### src/rtl/fusion_unit.sv
// fusion_unit: multi-precision dot-product accumulator built from 16 fused 2x2-bit signed bricks
module fusion_unit #(
   parameter int ACC_W = 32,
   parameter int SAT   = 0
) (
   input  logic             clk,
   input  logic             rst,
   input  logic             in_valid,
   output logic             in_ready,
   input  logic [31:0]      a,
   input  logic [31:0]      b,
   input  logic             sa,
   input  logic             sb,
   input  logic [1:0]       mode,
   input  logic             in_last,
   output logic             out_valid,
   input  logic             out_ready,
   output logic [ACC_W-1:0] out_data
);
   localparam int XW = 50;
   localparam logic signed [XW-1:0] L_MAX = (50'sd1 <<< (ACC_W - 1)) - 50'sd1;
   localparam logic signed [XW-1:0] L_MIN = -L_MAX - 50'sd1;
   logic                    w_adv;
   logic                    r_v0, r_l0, r_sa, r_sb;
   logic [1:0]              r_m0;
   logic [31:0]             r_a, r_b;
   logic                    r_v1, r_l1;
   logic [1:0]              r_m1;
   logic signed [5:0]       r_pp [16];
   logic signed [5:0]       w_pp [16];
   logic [17:0]             w_beat;
   logic signed [XW-1:0]    w_full;
   logic [ACC_W-1:0]        r_acc, w_acc_nx, r_out;
   logic                    r_ov;
   assign w_adv     = !r_ov || out_ready;
   assign in_ready  = w_adv;
   assign out_valid = r_ov;
   assign out_data  = r_out;
   // Only the top slice of each element carries the sign; lower slices are unsigned magnitude bits.
   for (genvar k = 0; k < 16; k++) begin : g_brick
      localparam int P4 = (k >> 1) & 1, Q4 = k & 1, E4 = k >> 2, P8 = k >> 2, Q8 = k & 3;
      logic [1:0]        w_as, w_bs;
      logic              w_fa, w_fb;
      logic signed [2:0] w_xa, w_xb;
      logic signed [5:0] w_pr;
      assign w_as  = r_m0 == 2'd0 ? r_a[2*k+:2] : r_m0 == 2'd1 ? r_a[4*E4+2*P4+:2] : r_a[2*P8+:2];
      assign w_bs  = r_m0 == 2'd0 ? r_b[2*k+:2] : r_m0 == 2'd1 ? r_b[4*E4+2*Q4+:2] : r_b[2*Q8+:2];
      assign w_fa  = r_m0 == 2'd0 ? r_sa : r_m0 == 2'd1 ? (r_sa && P4 == 1) : (r_sa && P8 == 3);
      assign w_fb  = r_m0 == 2'd0 ? r_sb : r_m0 == 2'd1 ? (r_sb && Q4 == 1) : (r_sb && Q8 == 3);
      assign w_xa  = {w_as[1] & w_fa, w_as};
      assign w_xb  = {w_bs[1] & w_fb, w_bs};
      assign w_pr  = w_xa * w_xb;
      assign w_pp[k] = r_m0 == 2'd3 ? '0 : w_pr;
   end
   always_comb begin
      w_beat = '0;
      for (int k = 0; k < 16; k++)
         w_beat = w_beat + ({{12{r_pp[k][5]}}, r_pp[k]} << (r_m1 == 2'd1 ? 2 * (((k >> 1) & 1) + (k & 1)) :
                                                              r_m1 == 2'd2 ? 2 * ((k >> 2) + (k & 3)) : 0));
      w_full   = {{(XW-ACC_W){r_acc[ACC_W-1]}}, r_acc} + {{(XW-18){w_beat[17]}}, w_beat};
      w_acc_nx = (SAT != 0 && w_full > L_MAX) ? L_MAX[ACC_W-1:0] :
                 (SAT != 0 && w_full < L_MIN) ? L_MIN[ACC_W-1:0] : w_full[ACC_W-1:0];
   end
   always_ff @(posedge clk) begin
      if (rst) begin
         r_v0  <= 1'b0;
         r_v1  <= 1'b0;
         r_ov  <= 1'b0;
         r_out <= '0;
         r_acc <= '0;
      end else if (w_adv) begin
         r_v0  <= in_valid;
         r_a   <= a;
         r_b   <= b;
         r_sa  <= sa;
         r_sb  <= sb;
         r_m0  <= mode;
         r_l0  <= in_last;
         r_v1  <= r_v0;
         r_m1  <= r_m0;
         r_l1  <= r_l0;
         r_pp  <= w_pp;
         r_ov  <= r_v1 && r_l1;
         if (r_v1 && r_l1) r_out <= w_acc_nx;
         if (r_v1) r_acc <= r_l1 ? '0 : w_acc_nx;
      end
   end
endmodule

### config.mk
export PLATFORM = sky130hd
export DESIGN_NAME = fusion_unit
export DESIGN_NICKNAME = d
export VERILOG_FILES = /design/src/rtl/fusion_unit.sv
export SDC_FILE = /design/constraint.sdc
export NUM_CORES = 1
export LEC_CHECK = 0
export CAP_MARGIN = 20
export CORE_UTILIZATION = 33
export DETAILED_ROUTE_END_ITERATION = 10
export GPL_ROUTABILITY_DRIVEN = 0
export SLEW_MARGIN = 0
export SYNTH_ARGS = -nofsm -noshare
export SYNTH_HDL_FRONTEND = slang
export SYNTH_SLANG_ARGS = --single-unit
### constraint.sdc
create_clock -name clk -period 15.1 [get_ports clk]
set_input_delay 3.775 -clock clk [delete_from_list [all_inputs] [get_ports clk]]
set_output_delay 3.775 -clock clk [all_outputs]
set_load 0.02 [all_outputs]
; ---- Word-level counts from Yosys, hierarchy flattened
; Cells that the tools add are included.
; W data, S select, Z words.
[totals]
regBits = 235
out_inout_bits = 34
in_bits = 73
[op_classes]
shift = 15
n_reduce_logical = 7
eq_ne = 4
bitwise_logic = 33
n_mux = 75
add_sub_neg = 16
mul = 16
[op_table]
columns = operator, n
row1 = $add A18 B18 Y18, 15
row2 = $shl A18 B32 Y18, 7
row3 = $mux W32, 6
row4 = $mux W2, 50
row5 = $mul A3 B3 Y6, 16
row6 = $shl A18 B4 Y18, 5
row7 = $shl A18 B3 Y18, 2
row8 = $add A32 B18 Y32, 1
row9 = $and A1 B1 Y1, 32
row10 = $mux W4, 7
row11 = $shl A18 B2 Y18, 1
row12 = $mux W3, 4
row13 = $mux W1, 8
row14 = $reduce_and A2 Y1, 3
row15 = $eq A2 B1 Y1 const B, 2
row16 = $eq A2 B2 Y1 const B, 2
row17 = $logic_not A2 Y1, 1
row18 = $logic_and A1 B1 Y1, 1
row19 = $logic_not A1 Y1, 1
row20 = $logic_or A1 B1 Y1, 1
row21 = $not A1 Y1, 1

; ---- Longest topological paths before layout
; Gate-level depths: netlist of run 1.
[logic_depth]
depth_word = 21
depth_mapped = 39
ltp_nobuf = 37

; ---- Worst setup path after synthesis of run 1
; Ideal clock, no wire load.
[synth_timing]
path_kind = in2reg
start = input out_ready
end = register r_sb (netlist: g_brick[11].w_fb) (enable)
setup_ns = 0.717
cell_stages = 3
n_path_buf = 1
arrival_time_ns = 11.701
path_slack_ns = 2.683
path_cell_list = nand2b_1 > clkbuf_1 > nor2b_1
[synth_via]
elab_chain_cells = 2
[synth_rtl]
columns = item, line
row1 = start: declaration, 17  ; input logic out_ready,
row2 = $logic_or A1 B1 Y1, 35  ; assign w_adv = !r_ov || out_ready;
row3 = net in_ready, 9  ; output logic in_ready,
row4 = $reduce_and A2 Y1 (no line), -
row5 = end signal: assignment, 76  ; r_sb <= sb;
row6 = end: declaration, 24  ; logic r_v0, r_l0, r_sa, r_sb;
; The timed path passes the listed nets, and every way through them passes these cells.
; A chain may end at the register's enable or synchronous reset.

; ---- Worst setup path after layout of run 1
[layout_timing]
start = register r_m1[0]
end = register r_out[31] (netlist: out_data[31])
[layout_via]
elab_chain_cells = 20
word_cells_on_any_way = 51
classes_between = 16 x add/sub / 2 x eq/ne / 15 x shift / 18 x mux
[layout_rtl]
columns = item, line
row1 = start: declaration, 28  ; logic [1:0] r_m1;
row2 = start signal: assignment, 80  ; r_m1 <= r_m0;
row3 = $eq A2 B2 Y1, 59  ; r_m1 == 2'd2 ? 2 * ((k >> 2) + (k & 3)) : 0));
row4 = $mux W2, 59
row5 = $mux W32, 58  ; w_beat = w_beat + ({{12{r_pp[k][5]}}, r_pp[k]} << (r_m1 == 2'd1 ? 2 * (((k >> 1) & 1) + (k & 1)) :
row6 = $shl A18 B32 Y18, 58
row7 = $add A18 B18 Y18 (14 in series), 58
row8 = $add A18 B18 Y18 *, 58
row9 = $add A32 B18 Y32 *, 60  ; w_full = {{(XW-ACC_W){r_acc[ACC_W-1]}}, r_acc} + {{(XW-18){w_beat[17]}}, w_beat};
row10 = end signal: assignment, 84  ; if (r_v1 && r_l1) r_out <= w_acc_nx;
row11 = end: declaration, 33  ; logic [ACC_W-1:0] r_acc, w_acc_nx, r_out;
; Mark *: on every way between the ends. The rest lies on a longest branch, timed or not.

==> results list, run 1 <==
- The worst setup path is launched from a flip-flop.
- After global routing the overflow that remains totals 0.
* Final HPWL DP: 48870 µm
- Synthesized instance count: 2286
- Async set or reset register ratio after synthesis: 0%
- Setup violators final: 0
- Synth Register Bits: 235
* TritonCTS clock tree: built
- The total count of hold-check failures in the final report is 0.
* I/O pin count: 107
- Setup slack on the worst reg-to-reg path comes out at 4.48 ns.
- Max-cap violations in this run came to 0.
- The die is 262.5 µm tall.
* Wire length of the first global-routing pass: 93810 µm
- Dividing the detail-routed via count by the number of cells gives 4.945.
- In this run, post-CTS hold repair placed 0 buffers.
- Data required time at the worst endpoint: 15.59 ns
- For the final database, setup skew stands at 0.01467 ns.
- Pin count of the biggest net entering global routing: 82
- Cell taking the most area after synthesis: sky130_fd_sc_hd__fa_1
- The initial antenna violation count is 0.
- In this run the tightest slew margin relative to its limit is 31.13%.
- Overall global routing resource usage: 17.24%
* Worst-skew pair later-pin latency: 0.58 ns
- The share of the Yosys chip area taken by registers is 28.51%.
- Run status: finished clean
- Fin Setup TNS: 0 ns
- The root buffer cell chosen for the clock tree is sky130_fd_sc_hd__clkbuf_16.
* Startpoint-to-endpoint class of the critical path: reg2reg
- Share of the synthesized area in the top cell type: 25.03%
- Clock-pin transition on the worst setup and hold timing paths: 0.07 ns
- DRC violation total after the first TritonRoute iteration: 1182
- Family with the most delay on the worst path: adder cells
- At the pin with the least slew margin, the transition time is 1.032 ns.
* Total number of vias: 16056
* Synth area leaders: sky130_fd_sc_hd__fa_1 25%, sky130_fd_sc_hd__edfxtp_1 23%, sky130_fd_sc_hd__ha_1 7.8%
- Derived from the worst setup path, the maximum achievable clock frequency is 0.09416 GHz.
- Once the clock tree was built, the setup fixing pass inserted 0 buffers.
* Syn Std Cell Area: 22400 µm²
- By instance count, the cell type seen most on the critical path is sky130_fd_sc_hd__fa_1.
* Number of routed nets with antenna violations: 0
* TritonCTS Sinks: 235
* Cell depth of the worst min-delay path: 0
- Post-route DRC: 0
- The first detailed-routing pass ran for 7 iterations.
* Area of the multi-input gates: 14410 µm²
- Number of nets in the finished design: 2846
* Leading register cell type out of synthesis: sky130_fd_sc_hd__edfxtp_1
- Leading post-synthesis cells by instance count: 349 x sky130_fd_sc_hd__inv_1, 289 x sky130_fd_sc_hd__nand2_1, 280 x sky130_fd_sc_hd__fa_1
- TritonCTS created 27 clock buffers.
* Path class of the lowest-slack min-delay path: reg2reg
- Worst stage delay on the critical path: 0.66 ns
- On the critical path, the stage with the largest delay is an instance of sky130_fd_sc_hd__nor2_1.
* Buffers & Inverters on Critical Path: 6
* Unrepaired setup endpoints after global routing: no
* Net count of the mapped netlist: 2779
- Overall routed net length: 59680 µm
* Critical hold path startpoint: r_l0
- Area of the die: 68920 µm²
- Once the floorplan was initialized, standard cells occupied 33.35% of the core.
* H-Tree Depth: 1
* Layout cells sized above 1: 4.888%
- Slew Limit Fails: 0
- Average cell area after synthesis: 9.798 µm²
- WHS Endpoint: r_l1
- Drt wl/cell: 18.38 µm
- Final core utilization: 37.50%
* Growth of design area from synthesis to finish: 12.42%
- CP Capture Type: flip-flop
- During synthesis, Yosys emitted a total of 0 warnings.
* Sequential cell area: 6386 µm²
* Number of buffer cells added on primary ports: 106
- In this run the core area contains 95 standard-cell rows.
- Standard cell core area: 67160 µm²
- STA puts the critical path data arrival time at 11.11 ns.
- In this run the critical register-to-register path is launched from r_m1[0].
- The die is 262.5 µm wide.
- Maximum fanout along the worst path: 47
- The longest clock path from root to sink contains 3 buffers.
* Final clock period utilization by the worst path: 70.34%
* Library cell with the highest instance count after synthesis: sky130_fd_sc_hd__inv_1
- The worst path needs 10.62 ns of the cycle, external delays included.
* Post-synth EDFFs: 168
- After filler insertion, the fill cell instance count of the layout stands at 6630.
* Logic depth of the worst register-to-register path: 33
- Post-cts resize count: 0
- The synthesized netlist contains 70 unique library cells.
- End of the worst register-to-register path: out_data[31]
- Vias in the first global route: 16567
-- worst max-delay path by stage --
| stage | cells after the start | start | slack, ns | endpoint |
|---|---|---|---|---|
| 6_report | 33 | r_m1[0] | 4.48 | out_data[31] |
| 4_1_cts | 33 | r_m1[0] | 4.57 | out_data[31] |
| 3_3_place_gp | 33 | r_m1[0] | 4.96 | out_data[31] |
| 2_1_floorplan | 3 | out_ready | 2.68 | g_brick[11].w_fb |
| 3_5_place_dp | 33 | r_m1[0] | 4.63 | out_data[31] |
| 5_1_grt | 33 | r_m1[0] | 3.87 | out_data[31] |
-- registers in the layout, summed over array words and instances, names as in the netlist --
name          count
r_l0              1
r_v1              1
r_v0              1
r_l1              1
r_m1              2
out_data         32
out_valid         1
r_a              32
g_brick.w_fa      1
r_m0              2
r_pp             96
r_b              32
r_acc            32
g_brick.w_fb      1
-- area by class of cell --
class                      instances  area share [%]
multi-input combinational       1618           57.22
sequential                       235           25.36
inverter                         350           5.217
timing repair buffer             121           4.641
tap                              873           4.338
clock buffer                      32           2.758
clock inverter                    17          0.4521
antenna                            1        0.009937
-- worst reg2reg max path, delay by kind of cell (launching register included) --
family / cells / cell delay, ns
compound gates: 14 / 2.95
xor+xnor: 1 / 0.25
fa+ha+maj: 9 / 4.37
buf+inv: 6 / 1.09
flops: 1 / 0.42
simple gates: 3 / 1.47
-- layout by cell type (no fill, tap or decap), types with 17 or more instances in the layout --
| master | count |
|---|---|
| sky130_fd_sc_hd__a21o_1 | 38 |
| sky130_fd_sc_hd__a21oi_1 | 120 |
| sky130_fd_sc_hd__a22oi_1 | 29 |
| sky130_fd_sc_hd__and2_1 | 81 |
| sky130_fd_sc_hd__clkbuf_16 | 27 |
| sky130_fd_sc_hd__clkdlybuf4s50_1 | 105 |
| sky130_fd_sc_hd__dfxtp_1 | 67 |
| sky130_fd_sc_hd__edfxtp_1 | 168 |
| sky130_fd_sc_hd__fa_1 | 280 |
| sky130_fd_sc_hd__ha_1 | 139 |
| sky130_fd_sc_hd__inv_1 | 349 |
| sky130_fd_sc_hd__mux2_2 | 18 |
| sky130_fd_sc_hd__mux2i_1 | 45 |
| sky130_fd_sc_hd__nand2_1 | 289 |
| sky130_fd_sc_hd__nand2b_1 | 29 |
| sky130_fd_sc_hd__nand3_1 | 17 |
| sky130_fd_sc_hd__nor2_1 | 138 |
| sky130_fd_sc_hd__nor2b_1 | 28 |
| sky130_fd_sc_hd__nor3_1 | 20 |
| sky130_fd_sc_hd__o21ai_0 | 79 |
| sky130_fd_sc_hd__or2_2 | 19 |
| sky130_fd_sc_hd__xnor2_1 | 88 |
-- layer usage --
| metal | GRT usage, % | vias to the layer above | wire length (µm) |
|---|---|---|---|
| li1 | - | 7575 | - |
| met1 | 23.21 | 7722 | 26470 |
| met2 | 27.54 | 605 | 26770 |
| met3 | 2.305 | 154 | 3337 |
| met4 | 7.933 | 0 | 3106 |
| met5 | 0 | - | 0 |
-- logic make-up (layout without fill, tap and decap cells) --
| family | count (synthesis) | in the layout | share of synthesized area, % |
|---|---|---|---|
| AND/OR/NAND/NOR | 680 | 680 | 14.20 |
| buffers and inverters | 433 | 520 | 7.256 |
| adder cells (fa/ha/maj) | 420 | 420 | 32.85 |
| AO/OA/AOI/OAI | 353 | 353 | 10.15 |
| flip-flops | 235 | 235 | 28.51 |
| XOR/XNOR | 102 | 102 | 4.122 |
| multiplexers | 63 | 63 | 2.916 |
| other | 0 | 1 | 0 |
-- metrics by stage --
step,worst slack (ns),std cells,instance area [µm²],hold WS [ns]
2_1_floorplan,2.683,2286,22400,0.4003
3_3_place_gp,4.962,3197,24370,0.4064
3_5_place_dp,4.628,3197,24370,0.4164
4_1_cts,4.571,3246,25180,0.4447
5_1_grt,3.872,3246,25180,0.4561
6_report,4.479,3247,25180,0.4407
Power of run 1 is left out: the tool's default activity adds up to more than one toggle a clock period on the data nets, which glitch-free logic cannot reach.
==> run 2: changes to the inputs <==
- clock period: 15.1 -> 10.17 ns (I/O delays scaled with it)
==> results list, run 2 (synthesis results as in run 1) <==
- The flow ran to the end, and the final reports show no timing, DRC or antenna violations.
- The routed design could run at a clock period as short as 9.725 ns.
- Final HPWL DP: 48850 µm
- Summed over all layers, the routed wires come to 59180 µm.
- The register with the most flip-flops in the layout has 96 of them.
- r_pp holds more flip-flops than any other register.
- Counting along the longest clock path gives a buffer depth of 3.
* I/O pin count: 107
- The initial utilization of the core area, before any placement, comes to 33.35%.
- In the final routed layout, each cell accounts on average for 18.19 µm.
* Number of buffer cells added on primary ports: 106
- Clock skew on the completed layout was measured at 0.02086 ns.
- Worst-case headroom to the max-slew limit: 33.35%
- Setup repair after global routing left no endpoint under its margin.
- Master of the slowest instance on the critical path: sky130_fd_sc_hd__ha_4
- Clock tree synthesis selected as its root buffer the cell sky130_fd_sc_hd__clkbuf_16.
* Cell seen most often among critical-path stages: sky130_fd_sc_hd__fa_1
* Number of antenna violations at the first check in global routing: 0
* CP startpoint: r_m1[0]
- Data required time at the worst endpoint: 10.66 ns
- # Post-CTS Setup Buffers: 0
- Total number of vias: 16174
* Vias in the first global route: 16761
* Fin Setup TNS: 0 ns
* Path class of the lowest-slack min-delay path: reg2reg
* Max-capacitance violation count: 0
- For this block, the initial DRC count from the detailed router was 1063.
- Sequential cell area: 6386 µm²
- The total overflow left after global routing is 0.
* Slew Limit Fails: 0
- Pin count of the biggest net entering global routing: 79
- The net count of the finished layout is 2853.
- STA classifies the critical path startpoint as a flip-flop.
- Layout filler cell count: 6565
* Worst reg2reg startpoint: r_m1[0]
- Die Y-Extent: 262.5 µm
- In the routed design, unresolved DRC markers number 0.
- The first global-routing pass estimated 93720 µm of wire.
- Of the available clock period, the critical path in the final layout requires 95.63%.
* Number of buffers added by the clock tree synthesis step: 26
* Highest achievable clock rate: 0.1028 GHz
* Most frequent standard cell in the layout excluding fill and tap cells: sky130_fd_sc_hd__inv_1
- Hold violation count in the final report: 0
- Number of routed nets with antenna violations: 0
- Standard cell core area: 67160 µm²
* Worst-case register-to-register setup slack: 0.44 ns
- Area of the die: 68920 µm²
- The largest single stage delay on the critical path is 0.59 ns.
- Of all nets on the critical path, the largest fanout is 38.
- Clock-pin slew was measured on the worst setup and hold paths at 0.06 ns.
- The worst setup path is of the reg2reg kind.
- Overall global routing resource usage: 17.18%
- The worst setup path is captured at a flip-flop.
* Capture point of the worst path: out_data[31]
* Most frequent cells in the layout: 349 x sky130_fd_sc_hd__inv_1, 289 x sky130_fd_sc_hd__nand2_1, 280 x sky130_fd_sc_hd__fa_1
- The repair_antennas step left the layout with diodes totalling 0.
- H-Tree Depth: 1
* Setup violators final: 0
- Tightest Pin Transition: 0.9987 ns
- In the final layout, the share of cells above drive strength 1 is 5.378%.
- Clock tree synthesis found a total of 235 sinks.
* Worst endpoint data arrival time: 10.22 ns
- The area growth from synthesis to layout is 13.01%.
- Dividing the detail-routed via count by the number of cells gives 4.972.
* Placement Rows: 95
- Area of the multi-input gates: 14420 µm²
- For the worst flop-to-flop path, the logic depth is 35.
* End of the worst register-to-register path: out_data[31]
- TritonCTS built the clock tree.
- Worst-skew pair later-pin latency: 0.58 ns
- Horiz. Die Dim: 262.5 µm
- Drt pass-1 iters: 6
==> run 2: cell types whose count changed in the layout (fill, tap and decap cells not counted), sizes merged <==
cell | before | now
bufinv | 0 | 2
diode | 1 | 0
clkinv | 11 | 9
clkbuf | 32 | 30
buf | 16 | 24
inv | 352 | 353
==> run 2: worst max-delay path: cells and delay by family, from the launching register on <==
family                   cells  cell delay [ns]
AO/OA/AOI/OAI               14             2.93
adder cells (fa/ha/maj)     10             4.63
multiplexers                 1             0.30
flip-flops                   1             0.38
XOR/XNOR                     2             0.38
AND/OR/NAND/NOR              3             0.67
buffers and inverters        5             0.32
==> run 2: cell type report <==
type,instances,area share (%)
clock inverter,18,0.7365
multi-input combinational,1618,56.96
inverter,350,5.190
clock buffer,30,2.669
tap,873,4.315
timing repair buffer,129,4.903
sequential,235,25.23
==> run 2: layer usage <==
| layer | track usage (%) | up-vias | share of wire [%] |
|---|---|---|---|
| met5 | 0 | - | 0 |
| met2 | 27.54 | 671 | 44 |
| met3 | 2.033 | 175 | 6.0 |
| met1 | 23.04 | 7755 | 44 |
| met4 | 8.362 | 0 | 5.8 |
| li1 | - | 7573 | - |
==> run 2: how the worst min path moves through the flow <==
stage / start / cells after the start / slack, ns / endpoint
2_1_floorplan: r_l0 / 0 / 0.40 / r_l1
6_report: r_l0 / 0 / 0.43 / r_l1
4_1_cts: r_l0 / 0 / 0.43 / r_l1
5_1_grt: r_l0 / 0 / 0.44 / r_l1
3_3_place_gp: r_l0 / 0 / 0.40 / r_l1
3_5_place_dp: r_l0 / 0 / 0.42 / r_l1
==> run 2: through the flow <==
stage / setup WS (ns) / instance area [µm²] / utilization, % / hold WS [ns] / std cells
2_1_floorplan: 0.6980 / 22400 / - / 0.4003 / 2286
3_3_place_gp: 0.6429 / 24440 / 36.40 / 0.4024 / 3205
3_5_place_dp: 0.4491 / 24440 / 36.40 / 0.4158 / 3205
4_1_cts: 0.3951 / 25310 / 37.68 / 0.4302 / 3253
5_1_grt: 0.02867 / 25310 / 37.69 / 0.4363 / 3253
6_report: 0.4445 / 25310 / 37.69 / 0.4309 / 3253
==> run 2: what timing repair did <==
action                                  4_1_cts  5_1_grt
gates resized for setup                       0        2
hold buffers                                  0        0
endpoints found under the setup margin        0        4
Power of run 2 is left out for the same reason.
==> run 3: changes to the inputs <==
- SLEW_MARGIN: 0 -> 20
==> results of run 3 <==
No change in the layout: final DEF, timing and power equal those of run 2.
Power of run 3 is left out for the same reason.
==> RTL change 1 (settings of run 3) <==
The parameter `ACC_W` goes from 32 to 24.
--- a/src/rtl/fusion_unit.sv
+++ b/src/rtl/fusion_unit.sv
@@ -1,6 +1,6 @@
 // fusion_unit: multi-precision dot-product accumulator built from 16 fused 2x2-bit signed bricks
 module fusion_unit #(
-   parameter int ACC_W = 32,
+   parameter int ACC_W = 24,
    parameter int SAT   = 0
 ) (
    input  logic             clk,
Ports: changed (resized out_data); port bits go from 107 to 99. No check against the original RTL was run, so the function may have changed too.
==> RTL change 1 against run 3 <==
Critical path depth fell by 1; sequential cell count fell by 16; clock skew fell by 0.010 ns; sequential share of layout area rose by 0.15 points; setup slack improved by 0.25 ns; wire length fell by 6.5%; core utilization barely moved; synthesized area fell by 4.9%; design area fell by 5.6%; global-route usage fell by 0.23 points.
Power is not shown: default switching activity piles up to over one toggle a cycle in this logic, so the estimate is an artifact.
==> RTL change 1: results (changes against run 3) <==
IO Port Bufs=98 (-7.5%); final std cells w/o fill=3093 (-4.9%); Post-synth top cells=353 x inv_1, 280 x fa_1, 261 x nand2_1; first-pass GRT wire length=87600 µm (-6.5%); max incr delay on CP=0.54 ns (-0.05 ns); layout cell share with drive strength beyond 1=4.63% (-0.75 points); CTS buffer count=23 (-12%); status=finished, final reports clean; CLK BUF=29 (-3.3%); Multi-input gate area=13700 µm² (-5.3%); worst slack at placement=0.627 ns (+0.178 ns); vias post-DR=15000 (-7.5%); area of placed instances=23200 µm² (-5.0%); R2R cell count=34 (-2.9%); inverters=354 (+1.1%); Multi-In Gates=1521 (-6.0%); clk_skew=0.0104 ns (-0.0104 ns); reg2reg end=r_acc[22]; dominant cells by area after synthesis=fa_1 26%, edfxtp_1 24%, ha_1 7.8%; Initial DRC Count=971 (-8.7%); post-synthesis cell type count=60 (-14%); CP max stage cell=fa_1; Post-DP HPWL=45800 µm (-6.3%); Hold Slack=0.428 ns (-0.00322 ns); Seq area share=25.4% (+0.15 points); Layout fillers=6300 (-4.0%); CP max FO=19 (-50%); Pre-antenna DRT Iters=5 (-1); Layout non-clock buf frac=4.66% (-0.24 points); pin count of the biggest net entering global routing=164 (+110%); critical path arrival=9.95 ns (-0.27 ns); total track usage=16.9% (-0.23 points)
## RTL change 1: changes by cell type after synthesis, sizes merged, moves of 7 or more
cell,delta
a21oi,-8
nand2,-27
o21ai,+11
a21o,-12
mux2i,-8
nand2b,+7
a31oi,-8
dfxtp,-16
ha,-8
clkbuf,-17
## RTL change 1: cells by family (layout without fill, tap and decap cells)
family / after synthesis / count (layout) / share of synthesized area, %
DFF: 219 / 219 / 28.5
adders and majority gates: 412 / 412 / 34.1
muxes: 55 / 55 / 2.69
and+or+nand+nor: 642 / 642 / 14.1
buffers and inverters: 426 / 507 / 7.51
AOI/OAI and AO/OA: 314 / 314 / 9.00
xor gates and xnor gates: 98 / 98 / 4.13
## RTL change 1: timing repair
action | CTS | global route
endpoints found under the setup margin | 0 | 1
hold buffers | 0 | 0
gates resized for setup | 0 | 1
## RTL change 1: routing by layer
layer	part of all wire (%)	global-route usage, %	wire length (µm)	up-vias
li1	-	-	-	7068
met1	45	22.9	24900	7276
met2	45	27.8	25000	494
met3	5.5	2.18	3040	122
met4	4.2	6.15	2340	0
met5	0	0	0	-
## RTL change 1: worst max-delay path by stage
| stage | startpoint | endpoint | slack (ns) | cells after the start |
|---|---|---|---|---|
| after CTS | r_m1[0] | r_acc[22] | 0.61 | 33 |
| after detailed placement | r_m1[0] | r_acc[22] | 0.63 | 33 |
| after global placement | r_m1[0] | r_acc[22] | 0.84 | 33 |
| after floorplan | r_m1[0] | r_acc[22] | 1.27 | 35 |
| after global routing | r_m1[1] | r_acc[22] | 0.08 | 34 |
| final | r_m1[1] | r_acc[22] | 0.69 | 34 |
## RTL change 1: critical path, delay by kind of cell (launching register included)
kind            cells  cell delay, ns
xor+xnor            2            0.33
mux                 1            0.12
buf+inv             5            0.57
fa+ha+maj          10            4.47
flops               1            0.42
compound gates     13            2.57
simple gates        3            0.88
==> RTL change 2 (flow settings as in run 3) <==
Made on the original files. Register the input `mode` before use. The logic sees it one clock later. The other inputs are not delayed to match.
--- a/src/rtl/fusion_unit.sv
+++ b/src/rtl/fusion_unit.sv
@@ -20,6 +20,13 @@
    localparam int XW = 50;
    localparam logic signed [XW-1:0] L_MAX = (50'sd1 <<< (ACC_W - 1)) - 50'sd1;
    localparam logic signed [XW-1:0] L_MIN = -L_MAX - 50'sd1;
+
+   logic [1:0] mode_q;
+
+   always_ff @(posedge clk) begin
+      mode_q <= mode;
+   end
+
    logic                    w_adv;
    logic                    r_v0, r_l0, r_sa, r_sb;
    logic [1:0]              r_m0;
@@ -74,7 +81,7 @@
          r_b   <= b;
          r_sa  <= sa;
          r_sb  <= sb;
-         r_m0  <= mode;
+         r_m0  <= mode_q;
          r_l0  <= in_last;
          r_v1  <= r_v0;
          r_m1  <= r_m0;
Function: changed (Yosys sat finds a counterexample within 4 cycles, from zero or initial values and one cycle with rst high).
==> RTL change 2 against run 3 <==
Design area fell by 0.63%; synthesized area fell by 0.56%; fmax rose by 2.0%; setup slack improved by 0.19 ns; via count fell by 2.0%; sequential cell count rose by 2; wire length fell by 2.0%; critical endpoint is now r_acc[31].
Power is left out: the tool's default activity adds up to more than one toggle a clock period on the data nets, which glitch-free logic cannot reach.
==> RTL change 2: results (changes against run 3) <==
layout cell share with drive strength beyond 1=5.24% (-0.14 points); CP max stage cell=fa_1; Clock Pin Slew Worst Setup and Hold Paths=0.06 ns (about the same); worst hold stages=0 (unchanged); Worst slew margin=32.5% (-0.86 points); R2R cell count=35 (unchanged); register area share after synthesis=28.9% (+0.34 points); Post-synth top flop=edfxtp_1; htree depth=1 (unchanged); total track usage=17.1% (-0.040 points); critical path arrival=10.01 ns (-0.21 ns); hold_sp=mode_q[1]; CTS buffer count=26 (unchanged); CP max FO=24 (-37%); clk_skew=0.0182 ns (-0.00264 ns); first-pass GRT wire length=91300 µm (-2.6%); number of global-route vias before repair=16600 (-0.69%); fraction of registers with async set/reset=0% (unchanged); YS warnings=0 (unchanged); Hold WC Path Type=reg2reg; post-synthesis cell type count=69 (-1.4%); Post-DP HPWL=47900 µm (-1.9%); CP Capture Point=r_acc[31]; Routed Wire Length=58000 µm (-2.0%); Pre-antenna DRT Iters=6 (unchanged); CTS root buf=clkbuf_16; diode count=0 (unchanged); R2R Setup Slk=0.63 ns (+0.19 ns); Setup crit start kind=register; RR Startpoint=r_m1[0]; pin count of the biggest net entering global routing=79 (unchanged); deepest clock path buffer count=3 (unchanged); Initial DRC Count=1037 (-2.4%); Syn Nets=2765 (-0.50%); max incr delay on CP=0.55 ns (-0.04 ns); status=finished, final reports clean; number of synthesized flops with an enable pin=168 (unchanged); Worst-Skew Late Latency=0.58 ns (about the same); max FFs per register=96 (unchanged); vias post-DR=15900 (-2.0%); Largest Register=r_pp; Post-synth top cells=345 x inv_1, 283 x nand2_1, 280 x fa_1; dominant cells by area after synthesis=fa_1 25%, edfxtp_1 23%, ha_1 7.9%; IO Port Bufs=106 (unchanged); antenna violations before repair=2 (+2)
-- RTL change 2: cell types whose count changed after synthesis, sizes merged, moves of 6 or more --
cell   change
o21ai     +11
nor2       +8
a22oi      -6
nand2      -6
-- RTL change 2: worst min-delay path by stage --
| stage | end |
|---|---|
| after floorplan | r_m0[0] |
| after global placement | r_m0[1] |
| after detailed placement | r_m0[1] |
| after CTS | r_m0[1] |
| after global routing | r_m0[0] |
| final | r_m0[1] |
-- RTL change 2: kinds of logic after synthesis --
family | after synthesis | synth area share, %
adders and majority gates | 420 | 33.0
xor gates and xnor gates | 102 | 4.08
muxes | 63 | 2.93
DFF | 237 | 28.9
buffers and inverters | 428 | 7.22
AOI/OAI and AO/OA | 352 | 9.90
and+or+nand+nor | 670 | 14.0
-- RTL change 2: repair_timing --
item                                    4_1_cts  5_1_grt
endpoints found under the setup margin        0        7
resized for setup                             0        1
buffers inserted                              0        1
-- RTL change 2: through the flow --
stage / cells / setup WS (ns) / hold slack [ns] / util (%) / cell area (µm²)
4_1_cts: 3229 / 0.398 / 0.403 / 37.9 / 25100
3_5_place_dp: 3182 / 0.422 / 0.389 / 36.7 / 24300
6_report: 3230 / 0.634 / 0.403 / 38.0 / 25200
5_1_grt: 3230 / 0.124 / 0.412 / 38.0 / 25200
3_3_place_gp: 3182 / 0.714 / 0.391 / 36.7 / 24300
2_1_floorplan: 2272 / 0.642 / 0.386 / - / 22300
-- RTL change 2: layer usage --
layer | global-route usage [%] | routed length, µm | share of wire [%] | vias up
met3 | 2.09 | 2880 | 5.0 | 151
met4 | 7.98 | 3140 | 5.4 | 2
met5 | 0 | 13 | 0.022 | -
li1 | - | - | - | 7534
met1 | 22.2 | 25500 | 44 | 7629
met2 | 28.5 | 26500 | 46 | 538
-- RTL change 2: cell type report --
class / instances / area [µm²]
Inverter: 347 / 1300
Tap cell: 864 / 1080
Sequential cell: 237 / 6430
Clock buffer: 37 / 732
Clock inverter: 10 / 91.3
Fill cell: 6497 / 41100
Timing Repair Buffer: 128 / 1250
Multi-Input combinational cell: 1607 / 14300
-- RTL change 2: worst max-delay path, delay by kind of cell, from the launching register on --
| kind | cells | cell delay [ns] |
|---|---|---|
| DFF | 1 | 0.39 |
| AOI/OAI and AO/OA | 13 | 2.48 |
| buffers and inverters | 5 | 0.51 |
| xor gates and xnor gates | 2 | 0.50 |
| adders and majority gates | 10 | 4.56 |
| and+or+nand+nor | 5 | 0.97 |
